**config.mk**
```make
export PLATFORM = sky130hd
export DESIGN_NAME = stream_merge_arbiter
export DESIGN_NICKNAME = d
export VERILOG_FILES = /design/src/rtl/stream_merge_arbiter.sv
export SDC_FILE = /design/constraint.sdc
export NUM_CORES = 1
export LEC_CHECK = 0
export ABC_CLOCK_PERIOD_IN_PS = 10040
export BUFFER_PORTS_ARGS = -buffer_cell sky130_fd_sc_hd__buf_2
export CAP_MARGIN = 30
export CORE_AREA = 2 2 141 143
export CTS_CLUSTER_SIZE = 8
export DETAILED_ROUTE_END_ITERATION = 10
export DIE_AREA = 0 0 143 145
export PLACE_DENSITY = 0.65
export SYNTH_ARGS = -nofsm -noshare
export SYNTH_HDL_FRONTEND = slang
export SYNTH_SLANG_ARGS = --single-unit
export TNS_END_PERCENT = 5
```
**constraint.sdc**
```tcl
create_clock -name CLK -period 10.04 [get_ports CLK]
set_clock_uncertainty 0.05 [all_clocks]
set_input_delay 2.008 -clock CLK [delete_from_list [all_inputs] [get_ports CLK]]
set_output_delay 2.008 -clock CLK [all_outputs]
set_load 0.005 [all_outputs]
```
**src/rtl/stream_merge_arbiter.sv**
```systemverilog
// Merges NUM_CH FWFT FIFO outputs into one registered write stream with
// round-robin / fixed-priority arbitration, burst limit, packet hold and a saturating word counter.
module stream_merge_arbiter #(
  parameter int NUM_CH     = 8,
  parameter int DATA_WIDTH = 32,
  parameter int MAX_BURST  = 16,
  parameter int CNT_WIDTH  = 32
) (
  input  logic                         CLK,
  input  logic                         RST,
  input  logic [NUM_CH-1:0]            ENABLE_MASK,
  input  logic                         PRIO_MODE,
  input  logic [NUM_CH-1:0]            WRITE_REQ,
  input  logic [NUM_CH-1:0]            HOLD_REQ,
  input  logic [NUM_CH*DATA_WIDTH-1:0] DATA_IN,
  output logic [NUM_CH-1:0]            READ_GRANT,
  input  logic                         READY_OUT,
  output logic                         WRITE_OUT,
  output logic [DATA_WIDTH-1:0]        DATA_OUT,
  output logic                         ACTIVE,
  output logic [$clog2(NUM_CH)-1:0]    ACTIVE_CH,
  input  logic                         CLR_CNT,
  output logic [CNT_WIDTH-1:0]         WORD_CNT
);

  localparam int CH_W = $clog2(NUM_CH);
  localparam int BC_W = $clog2(MAX_BURST + 1);

  // Handshake: a channel word transfers in a cycle where READ_GRANT[i] is high
  // (its FIFO pops at that edge); READY_OUT high promises room for the word
  // that WRITE_OUT presents one cycle later.

  typedef enum logic [0:0] {
    ST_IDLE  = 1'b0,
    ST_GRANT = 1'b1
  } state_t;

  state_t             state_q, state_d;
  logic [CH_W-1:0]    act_ch_q, act_ch_d;
  logic [BC_W-1:0]    burst_q, burst_d, burst_inc;
  logic [NUM_CH-1:0]  eligible;
  logic               any_eligible;
  logic [CH_W-1:0]    rr_winner, prio_winner, winner;
  logic               pop;
  logic [DATA_WIDTH-1:0] sel_word;

  assign eligible     = WRITE_REQ & ENABLE_MASK;
  assign any_eligible = |eligible;

  // Scan downward so the last hit is the nearest channel after the last grant.
  always_comb begin : rr_pick
    logic [CH_W-1:0] idx;
    idx       = '0;
    rr_winner = act_ch_q;
    for (int k = NUM_CH; k >= 1; k--) begin
      idx = CH_W'((int'(act_ch_q) + k) % NUM_CH);
      if (eligible[idx]) rr_winner = idx;
    end
  end

  always_comb begin : prio_pick
    prio_winner = '0;
    for (int i = NUM_CH - 1; i >= 0; i--) begin
      if (eligible[i]) prio_winner = CH_W'(i);
    end
  end

  assign winner = PRIO_MODE ? prio_winner : rr_winner;

  assign pop = (state_q == ST_GRANT) && eligible[act_ch_q] && READY_OUT;

  always_comb begin
    READ_GRANT = '0;
    if (pop) READ_GRANT[act_ch_q] = 1'b1;
  end

  always_comb begin
    sel_word = '0;
    for (int i = 0; i < NUM_CH; i++) begin
      if (act_ch_q == CH_W'(i)) sel_word = DATA_IN[i*DATA_WIDTH +: DATA_WIDTH];
    end
  end

  assign burst_inc = (burst_q == BC_W'(MAX_BURST)) ? burst_q : burst_q + 1'b1;

  always_comb begin
    state_d  = state_q;
    act_ch_d = act_ch_q;
    burst_d  = burst_q;
    case (state_q)
      ST_IDLE: begin
        if (any_eligible) begin
          state_d  = ST_GRANT;
          act_ch_d = winner;
          burst_d  = '0;
        end
      end
      ST_GRANT: begin
        if (pop) burst_d = burst_inc;
        // A disabled channel loses the grant even mid-packet.
        if (!ENABLE_MASK[act_ch_q]) begin
          state_d = ST_IDLE;
        end else if (!HOLD_REQ[act_ch_q] && READY_OUT) begin
          if (!WRITE_REQ[act_ch_q] || (burst_inc >= BC_W'(MAX_BURST))) state_d = ST_IDLE;
        end
      end
      default: state_d = ST_IDLE;
    endcase
  end

  always_ff @(posedge CLK or posedge RST) begin
    if (RST) begin
      state_q  <= ST_IDLE;
      act_ch_q <= CH_W'(NUM_CH - 1);
      burst_q  <= '0;
    end else begin
      state_q  <= state_d;
      act_ch_q <= act_ch_d;
      burst_q  <= burst_d;
    end
  end

  always_ff @(posedge CLK or posedge RST) begin
    if (RST) begin
      WRITE_OUT <= 1'b0;
      DATA_OUT  <= '0;
    end else begin
      WRITE_OUT <= pop;
      if (pop) DATA_OUT <= sel_word;
    end
  end

  always_ff @(posedge CLK or posedge RST) begin
    if (RST) begin
      WORD_CNT <= '0;
    end else if (CLR_CNT) begin
      WORD_CNT <= '0;
    end else if (WRITE_OUT && !(&WORD_CNT)) begin
      WORD_CNT <= WORD_CNT + 1'b1;
    end
  end

  assign ACTIVE    = (state_q == ST_GRANT);
  assign ACTIVE_CH = act_ch_q;

  grant_onehot0_a : assert property (@(posedge CLK) disable iff (RST) $onehot0(READ_GRANT));
  grant_eligible_a : assert property (@(posedge CLK) disable iff (RST)
    (READ_GRANT != '0) |-> ((READ_GRANT & eligible) == READ_GRANT) && READY_OUT);

endmodule

```
Yosys cells after proc, flatten, opt, wreduce, memory -nomap -nowiden
Index checks and enable logic that the tools add are counted.
{"block": "word_totals", "regBits": 74, "in_bits": 285, "out_inout_bits": 77, "elab_cells": 118}
{"block": "classes", "n_addsub": 10, "n_lt_le_gt_ge": 11, "n_eq_ne": 10, "n_mux": 63, "bitwise": 2, "n_reduce_logical": 16}
{"op": "$mux 32", "count": 10}
{"op": "$mux 3", "count": 17}
{"op": "$bmux 1 s3", "count": 12}
{"op": "$lt 3x4->1 const B", "count": 9}
{"op": "$add 32x1->32 const B", "count": 1}
{"op": "$reduce_and 32->1", "count": 1}
{"op": "$mux 1", "count": 17}
{"op": "$mux 5", "count": 3}
{"op": "$add 3x3->3 const B", "count": 4}
{"op": "$eq 3x3->1 const B", "count": 4}
{"op": "$pmux 5 s2", "count": 1}
{"op": "$reduce_bool 9->1", "count": 1}
{"op": "$and 8x8->8", "count": 1}
{"op": "$mux 8", "count": 1}
{"op": "$reduce_or 8->1", "count": 1}
{"op": "$add 3x1->3 const B", "count": 2}
{"op": "$add 3x2->3 const B", "count": 2}
{"op": "$eq 3x2->1 const B", "count": 2}
{"op": "$add 5x1->5 const B", "count": 1}
{"op": "$eq 5x5->1 const B", "count": 1}
{"op": "$ge 5x5->1 const B", "count": 1}
{"op": "$logic_and 1x1->1", "count": 5}
{"op": "$demux 1 s3", "count": 1}
{"op": "$eq 3x1->1 const B", "count": 1}
{"op": "other kinds (11)", "count": 13}

Logic depth before layout (Yosys ltp)
Gate-level depths: netlist of the first run.
{"block": "logic_depth", "ltp_word": 12, "depth_mapped": 12, "mapped_depth_nobuf": 9}

Least setup slack after synthesis of the first run
No wires, ideal clock.
{"block": "synth_timing", "path_kind": "input -> output", "start": "input WRITE_REQ[7]", "end": "output READ_GRANT[0]", "t_arrival_ns": 3.691, "required_time_ns": 7.982, "setup_slack_ns": 4.291, "cell_stages": 8, "n_path_buf": 2, "path_cell_list": "nand2_1 mux4_1 mux2i_1 nand3_1 inv_1 clkbuf_1 clkbuf_1 and3_1"}
{"block": "synth_via", "elab_chain_len": 6}
{"element": "start, declared", "line_no": "13", "text": "input logic [NUM_CH-1:0] WRITE_REQ,"}
{"element": "$and 8x8->8", "line_no": "47", "text": "assign eligible = WRITE_REQ & ENABLE_MASK;"}
{"element": "$bmux 1 s3", "line_no": "70", "text": "assign pop = (state_q == ST_GRANT) && eligible[act_ch_q] && READY_OUT;"}
{"element": "$mux 1 (not written as such)", "line_no": "70"}
{"element": "$logic_and 1x1->1 (2 in a row)", "line_no": "70"}
{"element": "via pop", "line_no": "44", "text": "logic pop;"}
{"element": "$mux 8", "line_no": "74", "text": "if (pop) READ_GRANT[act_ch_q] = 1'b1;"}
{"element": "end, declared", "line_no": "16", "text": "output logic [NUM_CH-1:0] READ_GRANT,"}
The timed path passes the listed nets, and every way through them passes these cells. The select of a mux whose other input is x is not followed.

Worst setup path after layout of the first run
{"block": "layout_timing", "start": "input ENABLE_MASK[7]", "end": "output READ_GRANT[3]"}
{"block": "layout_via", "elab_chain_len": 6}
{"element": "start, declared", "line_no": "11", "text": "input logic [NUM_CH-1:0] ENABLE_MASK,"}
{"element": "$and 8x8->8", "line_no": "47"}
{"element": "$bmux 1 s3", "line_no": "70"}
{"element": "$mux 1 (not written as such)", "line_no": "70"}
{"element": "$logic_and 1x1->1 (2 in a row)", "line_no": "70"}
{"element": "$mux 8", "line_no": "74"}
Every way passes these cells. The select of a mux whose other input is x is not followed.

==> results by group, run 1 <==
Logic synthesis
  – Most used DFF post-synth: dfrtp_1
  – Post-synthesis sequential area ratio: 28.40%
  – Commonest cells in the netlist: 112 x nand2_1, 111 x a21oi_1, 78 x o21ai_0, 71 x dfrtp_1, 71 x nor2_1
  – Synth top area share: 27.19%
  – Cells after Synth: 867
  – Top cells by area, synth: dfrtp_1 27%, a21oi_1 8.5%, nand2_1 6.4%
  – YS warnings: 0
  – Post-synth EDFFs: 0
  – Area leader, netlist: dfrtp_1
  – Yosys reg bits: 74
  – Top-count cell post-synth: nand2_1
  – Post-Syn Area per Cell: 7.536 um2
  – Post-Syn Area: 6534 um2
  – Asr flop ratio synth: 100.0%
  – Unique masters post-synth: 63
  – Syn nets: 1166

Timing
  – Period utilization: 65.85%
  – Setup TNS: 0 ns
  – Slew margin rel.: 39.34%
  – Hold Vio Cnt, Final: 0
  – Min cycle time layout: 6.611 ns
  – Fmax: 151.3 MHz
  – Slew Limit Fails: 0
  – Final setup vio count: 0
  – Hold WS: 0.4328 ns
  – Worst-margin pin slew: 0.9099 ns
  – RSZ-0062 raised after global routing: no

Floorplanning
  – Initial core utilization: 34.02%
  – Die Y: 145 um
  – CORE AREA: 19210 um2
  – Row count: 51
  – Die width: 143 um
  – Io pins: 362
  – Die area: 20740 um2

Pwr
  – Comb power frac: 64.1%
  – Sequential power share: 21.2%
  – Net Switching: 0.001035 W
  – Sw frac: 47.44%
  – Pwr/cell area: 246.0 nW/um2
  – Int Power: 0.001146 W
  – LEAKAGE: 4.440 nW
  – Maximum vdd drop: 0.1066 mV
  – Clock network power share: 14.7%

Clock tree
  – H-tree depth: 3
  – CTS root buffer: clkbuf_16
  – CTS clock-pin slew for the worst setup and hold paths: 0.06 ns
  – Clock tree buffer depth: 2
  – Clk_lat worst skew: 0.33 ns
  – Post-CTS Resized: 0
  – Cts hold-fix bufs: 0
  – Post-CTS Setup Repair Bufs: 0
  – CTS Buf Count: 9
  – Sink Count: 74
  – CTS tree: done

Drt
  – Total Wirelength: 26.80 mm
  – Vias: 7949
  – Wirelength per Cell: 18.38 um
  – Drt first pass iters: 6
  – Vias per cell: 5.452
  – DRT iter0 DRCs: 666
  – Remaining antenna violation count: 0
  – Drt drc: 0

Place
  – Placed cells: 1437
  – Post-DP HPWL: 20.91 mm
  – IO buf count: 361
  – RePlAce Congestion: 0.9294

Global route
  – Initial antenna violation count: 5
  – GR Layer Usage met2: 39.57%
  – Busiest grt layer: met2
  – Gr ovfl total: 0
  – Total GRT Usage: 24.80%
  – M1 GR Usage: 33.53%
  – First-pass GRT wire length: 40.28 mm
  – Vias in the first global route: 7222
  – Largest net degree at the start of global routing: 75
  – M3 GR Usage: 5.050%

Worst setup path
  – Worst path arrival time: 4.55 ns
  – Critical path capture point type: output port
  – Kind of critical path: input port to output port
  – Setup crit start kind: input port
  – CP Max Fanout: 38
  – Critical Path RT: 7.98 ns
  – Register-to-register setup slack: 5.34 ns

Hold path
  – Hold Crit Class: register to register

Status
  – Status: finished clean

Finish
  – Fin util: 46.16%
  – P&R area growth vs syn: 35.70%
  – NumNets Final: 1483
  – Non-Filler Instances: 1458
  – Share of layout cells above drive strength 1: 35.77%

Flow run
  – Max-Cap Viols: 0
==> placed cells by master, fill, tap and decap left out, types with 11 or more instances in the layout <==
| cell | netlist | routed |
|---|---|---|
| and3_1 | 44 | 44 |
| nand2_1 | 112 | 110 |
| xor2_1 | 11 | 11 |
| a221oi_1 | 32 | 32 |
| nand3_1 | 17 | 16 |
| nor3_1 | 43 | 43 |
| nor2_1 | 71 | 71 |
| dfrtp_1 | 71 | 71 |
| o21ai_0 | 78 | 78 |
| ha_1 | 14 | 13 |
| a21oi_1 | 111 | 111 |
| inv_1 | 17 | 16 |
| o22ai_1 | 34 | 34 |
| buf_2 | 3 | 361 |
| xnor2_1 | 17 | 17 |
==> per-layer routing <==
layer  wire, um  part of all wire, %
met5         10                0.037
met4        568                  2.1
met3       2114                  7.9
met2      12850                   48
met1      11260                   42
==> logic make-up (layout without fill, tap and decap cells) <==
group | Yosys count | in the layout | synth area share, %
AO/OA/AOI/OAI | 291 | 291 | 26.35
buffers and inverters | 86 | 407 | 5.592
multiplexers | 18 | 18 | 5.477
other | 0 | 5 | 0
flip-flops | 74 | 74 | 28.40
adder cells (fa/ha/maj) | 14 | 14 | 2.681
AND/OR/NAND/NOR | 356 | 356 | 27.75
XOR/XNOR | 28 | 28 | 3.753
==> registers in the layout, summed over array words and instances, names as in the netlist <==
signal,cells
DATA_OUT,32
WORD_CNT,32
burst_q,5
ACTIVE_CH,3
ACTIVE,1
WRITE_OUT,1
==> worst paths after layout <==
| kind | startpoint | end | cells past startpoint |
|---|---|---|---|
| max | ENABLE_MASK[7] | READ_GRANT[3] | 8 |
| min | DATA_OUT[29]$_DFFE_PP0P_ | DATA_OUT[29]$_DFFE_PP0P_ | 2 |
| max reg2reg | ACTIVE_CH[0]$_DFFE_PP1P_ | DATA_OUT[23]$_DFFE_PP0P_ | 8 |
| min reg2reg | DATA_OUT[29]$_DFFE_PP0P_ | DATA_OUT[29]$_DFFE_PP0P_ | 2 |
| max in group asynchronous | RST | burst_q[0]$_DFFE_PP0P_ | 4 |
| min in group asynchronous | RST | DATA_OUT[27]$_DFFE_PP0P_ | 3 |
==> worst max-delay path: stages <==
cell and delay (ns):
buf_2 0.12, nand2_1 0.14, mux4_1 0.60, mux2i_1 0.20
nand3_2 0.67, inv_1 0.49, and3_1 0.20, buf_2 0.11
==> stage by stage <==
stage | cell area [um2] | setup WS (ns) | total power (W)
2_1_floorplan | 6534 | 4.291 | 0.001405
3_3_place_gp | 8469 | 3.548 | 0.001825
3_5_place_dp | 8532 | 3.440 | 0.001848
4_1_cts | 8826 | 3.437 | 0.002177
5_1_grt | 8864 | 3.210 | 0.002356
6_report | 8866 | 3.429 | 0.002181
==> power by group through the flow <==
stage          Combinational, W  Clock (W)  Sequential, W
2_1_floorplan          0.000990          0       0.000415
3_3_place_gp            0.00136          0       0.000465
3_5_place_dp            0.00138          0       0.000466
4_1_cts                 0.00139   0.000330       0.000461
5_1_grt                 0.00154   0.000341       0.000475
6_report                0.00140   0.000321       0.000462
==> layout make-up <==
class                      count  area, um2
tap                          265      331.6
clock buffer                  10      239.0
inverter                      17      65.06
antenna                        5      12.51
clock inverter                 5      55.05
timing repair buffer         375       1972
fill                        1973      10340
multi-input combinational    707       4335
sequential                    74       1856
Note: power is estimated with default switching activity, not from simulation.
==> run 2: changes to the inputs <==
Settings changed: ABC_CLOCK_PERIOD_IN_PS 10040 to 5700, PLACE_DENSITY 0.65 to 0.68.
Clock period 10.04 ns to 5.7 ns, I/O delays scaled along.
==> results by group, run 2 (same netlist as run 1, synthesis figures left out) <==
Status
  – Status: finished clean

Timing
  – Period utilization: 78.34%
  – Slew Limit Fails: 0
  – Setup TNS: 0 ns
  – Worst-margin pin slew: 0.9002 ns
  – Hold Vio Cnt, Final: 0
  – RSZ-0062 raised after global routing: no
  – Min cycle time layout: 4.466 ns
  – Final setup vio count: 0
  – Fmax: 223.9 MHz
  – Slew margin rel.: 39.99%

Drt
  – Vias per cell: 5.502
  – Drt first pass iters: 5
  – Vias: 8028
  – Drt drc: 0
  – Remaining antenna violation count: 0
  – Total Wirelength: 26.98 mm
  – DRT iter0 DRCs: 702
  – Wirelength per Cell: 18.49 um

Pwr
  – Pwr/cell area: 439.1 nW/um2
  – Tot Pwr: 0.003905 W
  – Maximum vdd drop: 0.2211 mV
  – Clock network power share: 14.9%
  – Net Switching: 0.001866 W
  – Sw frac: 47.78%
  – Comb power frac: 64.2%
  – Int Power: 0.002039 W
  – LEAKAGE: 4.453 nW
  – Sequential power share: 21.0%

Worst setup path
  – Crit-path slowest cell: dfstp_2
  – Crit-path leading delay family: flip-flops
  – Worst path cell trace: mux4_1 > mux2i_1 > nand3_2 > buf_4 > inv_1 > and3_1 > buf_2
  – Critical path buffers and inverters: 3
  – Setup crit start kind: register
  – Worst path arrival time: 3.28 ns
  – Critical Path Max Stage Delay: 1.13 ns
  – Critical Path RT: 4.51 ns
  – CP Max Fanout: 49
  – Critical path capture point type: output port
  – Kind of critical path: register to output port

Clock tree
  – Sink Count: 74
  – Post-CTS Setup Repair Bufs: 0
  – Post-CTS Resized: 0
  – H-tree depth: 3
  – CTS tree: done
  – CTS Buf Count: 9
  – Clock tree buffer depth: 2
  – CTS root buffer: clkbuf_16
  – CTS clock-pin slew for the worst setup and hold paths: 0.06 ns
  – Clk_lat worst skew: 0.34 ns
  – Cts hold-fix bufs: 0

Global route
  – Vias in the first global route: 7414
  – First-pass GRT wire length: 41.13 mm
  – Largest net degree at the start of global routing: 75
  – Initial antenna violation count: 4
  – Total GRT Usage: 25.39%
  – Gr ovfl total: 0

Finish
  – Share of layout cells above drive strength 1: 35.99%
  – Commonest non-fill, non-tap cell in the layout: buf_2
  – Biggest regs: DATA_OUT x32, WORD_CNT x32, burst_q x5
  – Number of fill cells: 1919
  – Most frequent cells in the layout: 361 x buf_2, 111 x a21oi_1, 110 x nand2_1
  – Post-route cell area: 8892 um2
  – NumNets Final: 1486
  – P&R area growth vs syn: 36.10%

Place
  – IO buf count: 361
  – Post-DP HPWL: 21.04 mm
  – RePlAce Congestion: 0.9434
  – Placed Area: 8554 um2

Hold path
  – Hold Crit Class: register to register

Floorplanning
  – Die area: 20740 um2
  – Die width: 143 um
  – Io pins: 362
  – Initial core utilization: 34.02%
  – CORE AREA: 19210 um2
  – Row count: 51
  – Die Y: 145 um

Flow run
  – Max-Cap Viols: 0
-- run 2: cell count changes in the layout (fill, tap and decap cells not counted), sizes merged --
cell      change
buf           +3
clkinvlp      +1
diode         -3
-- run 2: worst register-to-register path, stage by stage, from the launching register on --
cell     delay [ns]
dfstp_2        1.13
inv_1          0.43
ha_1           0.73
inv_1          0.25
mux4_2         0.51
or4_4          0.55
o21ai_4        0.20
nor4_1         0.07
a311o_1        0.37
-- run 2: routing by layer --
| layer | GRT usage, % | share of wire, % | wire [um] | vias to the layer above |
|---|---|---|---|---|
| met5 | 0 | 0.11 | 30 | - |
| met4 | 7.277 | 2.3 | 630 | 4 |
| met3 | 5.545 | 8.3 | 2252 | 44 |
| met2 | 40.93 | 48 | 12890 | 415 |
| met1 | 34.05 | 41 | 11170 | 3701 |
| li1 | - | - | - | 3864 |
-- run 2: layout make-up --
cell class	count	area, um2	share of cell area, %
well taps	265	331.6	3.729
diodes	2	5.005	0.05628
flip-flops and latches	74	1856	20.87
inverters	17	65.06	0.7317
clock inverters	6	66.31	0.7457
repair buffers	378	1994	22.43
clock buffers	10	239.0	2.687
multi-input cells	707	4335	48.75
-- run 2: power groups by stage --
stage               combinational (W)  sequential [W]  clock [W]
floorplan                     0.00174        0.000732          0
global placement              0.00243        0.000822          0
detailed placement            0.00247        0.000826          0
CTS                           0.00248        0.000819   0.000593
global route                  0.00277        0.000840   0.000617
finish                        0.00251        0.000818   0.000581
-- run 2: path summary, 6_finish.rpt --
| kind | startpoint | to | slack (ns) | depth (start not counted) |
|---|---|---|---|---|
| max in group asynchronous | RST | ACTIVE_CH[2]$_DFFE_PP1P_ | 4.34 | 4 |
| setup reg to reg | ACTIVE_CH[0]$_DFFE_PP1P_ | ACTIVE_CH[0]$_DFFE_PP1P_ | 1.35 | 8 |
| setup / recovery | ACTIVE_CH[0]$_DFFE_PP1P_ | READ_GRANT[7] | 1.23 | 7 |
| hold / removal | DATA_OUT[31]$_DFFE_PP0P_ | DATA_OUT[31]$_DFFE_PP0P_ | 0.43 | 2 |
| min in group asynchronous | RST | DATA_OUT[28]$_DFFE_PP0P_ | 0.69 | 3 |
| hold reg to reg | DATA_OUT[31]$_DFFE_PP0P_ | DATA_OUT[31]$_DFFE_PP0P_ | 0.43 | 2 |
-- run 2: metrics by stage --
stage / hold slack (ns) / setup slack (ns) / util (%) / instances
detailed placement: 0.4267 / 1.390 / 44.54 / 1440
floorplan: 0.4170 / 1.687 / - / 867
global route: 0.4637 / 1.036 / 46.28 / 1458
finish: 0.4343 / 1.234 / 46.30 / 1459
global placement: 0.4154 / 1.438 / 44.25 / 1438
CTS: 0.4402 / 1.257 / 46.13 / 1456
==> run 3: changes to the inputs <==
Settings changed: ABC_CLOCK_PERIOD_IN_PS 5700 to 4400, CORE_AREA 2 2 141 143 to 2 2 142 144, DIE_AREA 0 0 143 145 to 0 0 144 146, PLACE_DENSITY 0.68 to 0.64.
Clock period 5.7 ns to 4.4 ns, I/O delays scaled along.
==> results by group, run 3 (same netlist as run 1, synthesis figures left out) <==
Floorplanning
  – Die width: 144 um
  – Io pins: 362
  – Die Y: 146 um
  – Die area: 21020 um2
  – CORE AREA: 19330 um2
  – Initial core utilization: 33.79%
  – Row count: 51

Global route
  – Initial antenna violation count: 4
  – Largest net degree at the start of global routing: 56
  – First-pass GRT wire length: 41.21 mm
  – Vias in the first global route: 7488
  – Total GRT Usage: 25.16%
  – Gr ovfl total: 0

Timing
  – Setup TNS: 0 ns
  – Slew margin rel.: 32.32%
  – Period utilization: 85.45%
  – Slew Limit Fails: 0
  – Worst-margin pin slew: 1.015 ns
  – Min cycle time layout: 3.760 ns
  – Fmax: 266.0 MHz
  – RSZ-0062 raised after global routing: no
  – Final setup vio count: 0
  – Hold Vio Cnt, Final: 0

Clock tree
  – CTS Buf Count: 9
  – H-tree depth: 3
  – Post-CTS Resized: 0
  – Clock tree buffer depth: 2
  – Sink Count: 74
  – CTS root buffer: clkbuf_16
  – CTS tree: done
  – Clk_lat worst skew: 0.34 ns
  – CTS clock-pin slew for the worst setup and hold paths: 0.06 ns
  – Post-CTS Setup Repair Bufs: 0
  – Cts hold-fix bufs: 0

Finish
  – Commonest non-fill, non-tap cell in the layout: buf_2
  – P&R area growth vs syn: 35.79%
  – Biggest regs: DATA_OUT x32, WORD_CNT x32, burst_q x5
  – Multi-input combinational cell area: 4335 um2
  – Share of layout cells above drive strength 1: 36.04%
  – Post-route cell area: 8872 um2
  – NumNets Final: 1487
  – Register Area: 1856 um2
  – Number of fill cells: 1949
  – Most frequent cells in the layout: 361 x buf_2, 111 x a21oi_1, 110 x nand2_1

Worst setup path
  – Critical Path RT: 3.47 ns
  – Worst path arrival time: 2.83 ns
  – Worst path cell trace: buf_4 > mux4_1 > mux2i_1 > nand3_2 > inv_1 > and3_1 > buf_2
  – Critical path capture point type: output port
  – Kind of critical path: register to output port
  – CP Max Fanout: 48
  – Setup crit start kind: register
  – Crit-path slowest cell: mux4_1
  – Critical Path Max Stage Delay: 0.72 ns

Pwr
  – Pwr/cell area: 566.1 nW/um2
  – LEAKAGE: 4.447 nW
  – Maximum vdd drop: 0.3159 mV

Place
  – Post-DP HPWL: 21.60 mm
  – IO buf count: 361
  – Placed Area: 8554 um2
  – RePlAce Congestion: 1.010

Drt
  – Vias per cell: 5.460
  – DRT iter0 DRCs: 591
  – Remaining antenna violation count: 0
  – Vias: 7977
  – Total Wirelength: 27.13 mm
  – Drt drc: 0
  – Wirelength per Cell: 18.57 um
  – Drt first pass iters: 5

Flow run
  – Max-Cap Viols: 0

Hold path
  – Hold Crit Class: register to register

Status
  – Status: finished clean
[run 3: where the power goes]
group          switching, W  internal [W]  leakage [nW]
combinational       0.00197       0.00133          3.32
clock              0.000302      0.000459         0.146
sequential         0.000118      0.000837         0.987
[run 3: metal layers]
metal  vias up  wire length [um]  global-route usage [%]
met5         -                13                       0
met3        44              2127                   5.002
met2       391             12870                   41.29
met4         2               513                   7.108
met1      3672             11610                   33.52
li1       3868                 -                       -
[run 3: final cells by class]
| class | count | share of cell area [%] |
|---|---|---|
| multi-input cells | 707 | 48.86 |
| repair buffers | 379 | 22.17 |
| flip-flops and latches | 74 | 20.91 |
| well taps | 265 | 3.737 |
| clock buffers | 10 | 2.694 |
| clock inverters | 6 | 0.8038 |
| inverters | 17 | 0.7333 |
| diodes | 3 | 0.08461 |
[run 3: critical path, delay by kind of cell (launching register included)]
| family | cells | cell delay, ns |
|---|---|---|
| simple gates | 2 | 0.28 |
| mux | 2 | 0.94 |
| buf+inv | 3 | 0.71 |
| flops | 1 | 0.53 |
[run 3: through the flow]
| step | power, W | hold slack, ns | worst slack (ns) | utilization [%] | cells |
|---|---|---|---|---|---|
| global route | 0.005455 | 0.4672 | 0.5193 | 45.89 | 1461 |
| floorplan | 0.003206 | 0.4170 | 0.9073 | - | 867 |
| detailed placement | 0.004219 | 0.4247 | 0.9331 | 44.24 | 1442 |
| global placement | 0.004177 | 0.4143 | 1.015 | 44.04 | 1440 |
| CTS | 0.005001 | 0.4385 | 0.6504 | 45.85 | 1458 |
| finish | 0.005023 | 0.4321 | 0.6402 | 45.89 | 1461 |
[run 3: worst paths after layout]
check                                          from                  endpoint  slack [ns]  cells past startpoint
setup reg to reg           ACTIVE_CH[0]$_DFFE_PP1P_  ACTIVE_CH[0]$_DFFE_PP1P_        0.95                      8
hold / removal             DATA_OUT[17]$_DFFE_PP0P_  DATA_OUT[17]$_DFFE_PP0P_        0.43                      2
max in group asynchronous                       RST  DATA_OUT[15]$_DFFE_PP0P_        2.99                      4
setup / recovery           ACTIVE_CH[0]$_DFFE_PP1P_             READ_GRANT[1]        0.64                      7
hold reg to reg            DATA_OUT[17]$_DFFE_PP0P_  DATA_OUT[17]$_DFFE_PP0P_        0.43                      2
min in group asynchronous                       RST   WORD_CNT[3]$_DFFE_PP0P_        0.47                      2
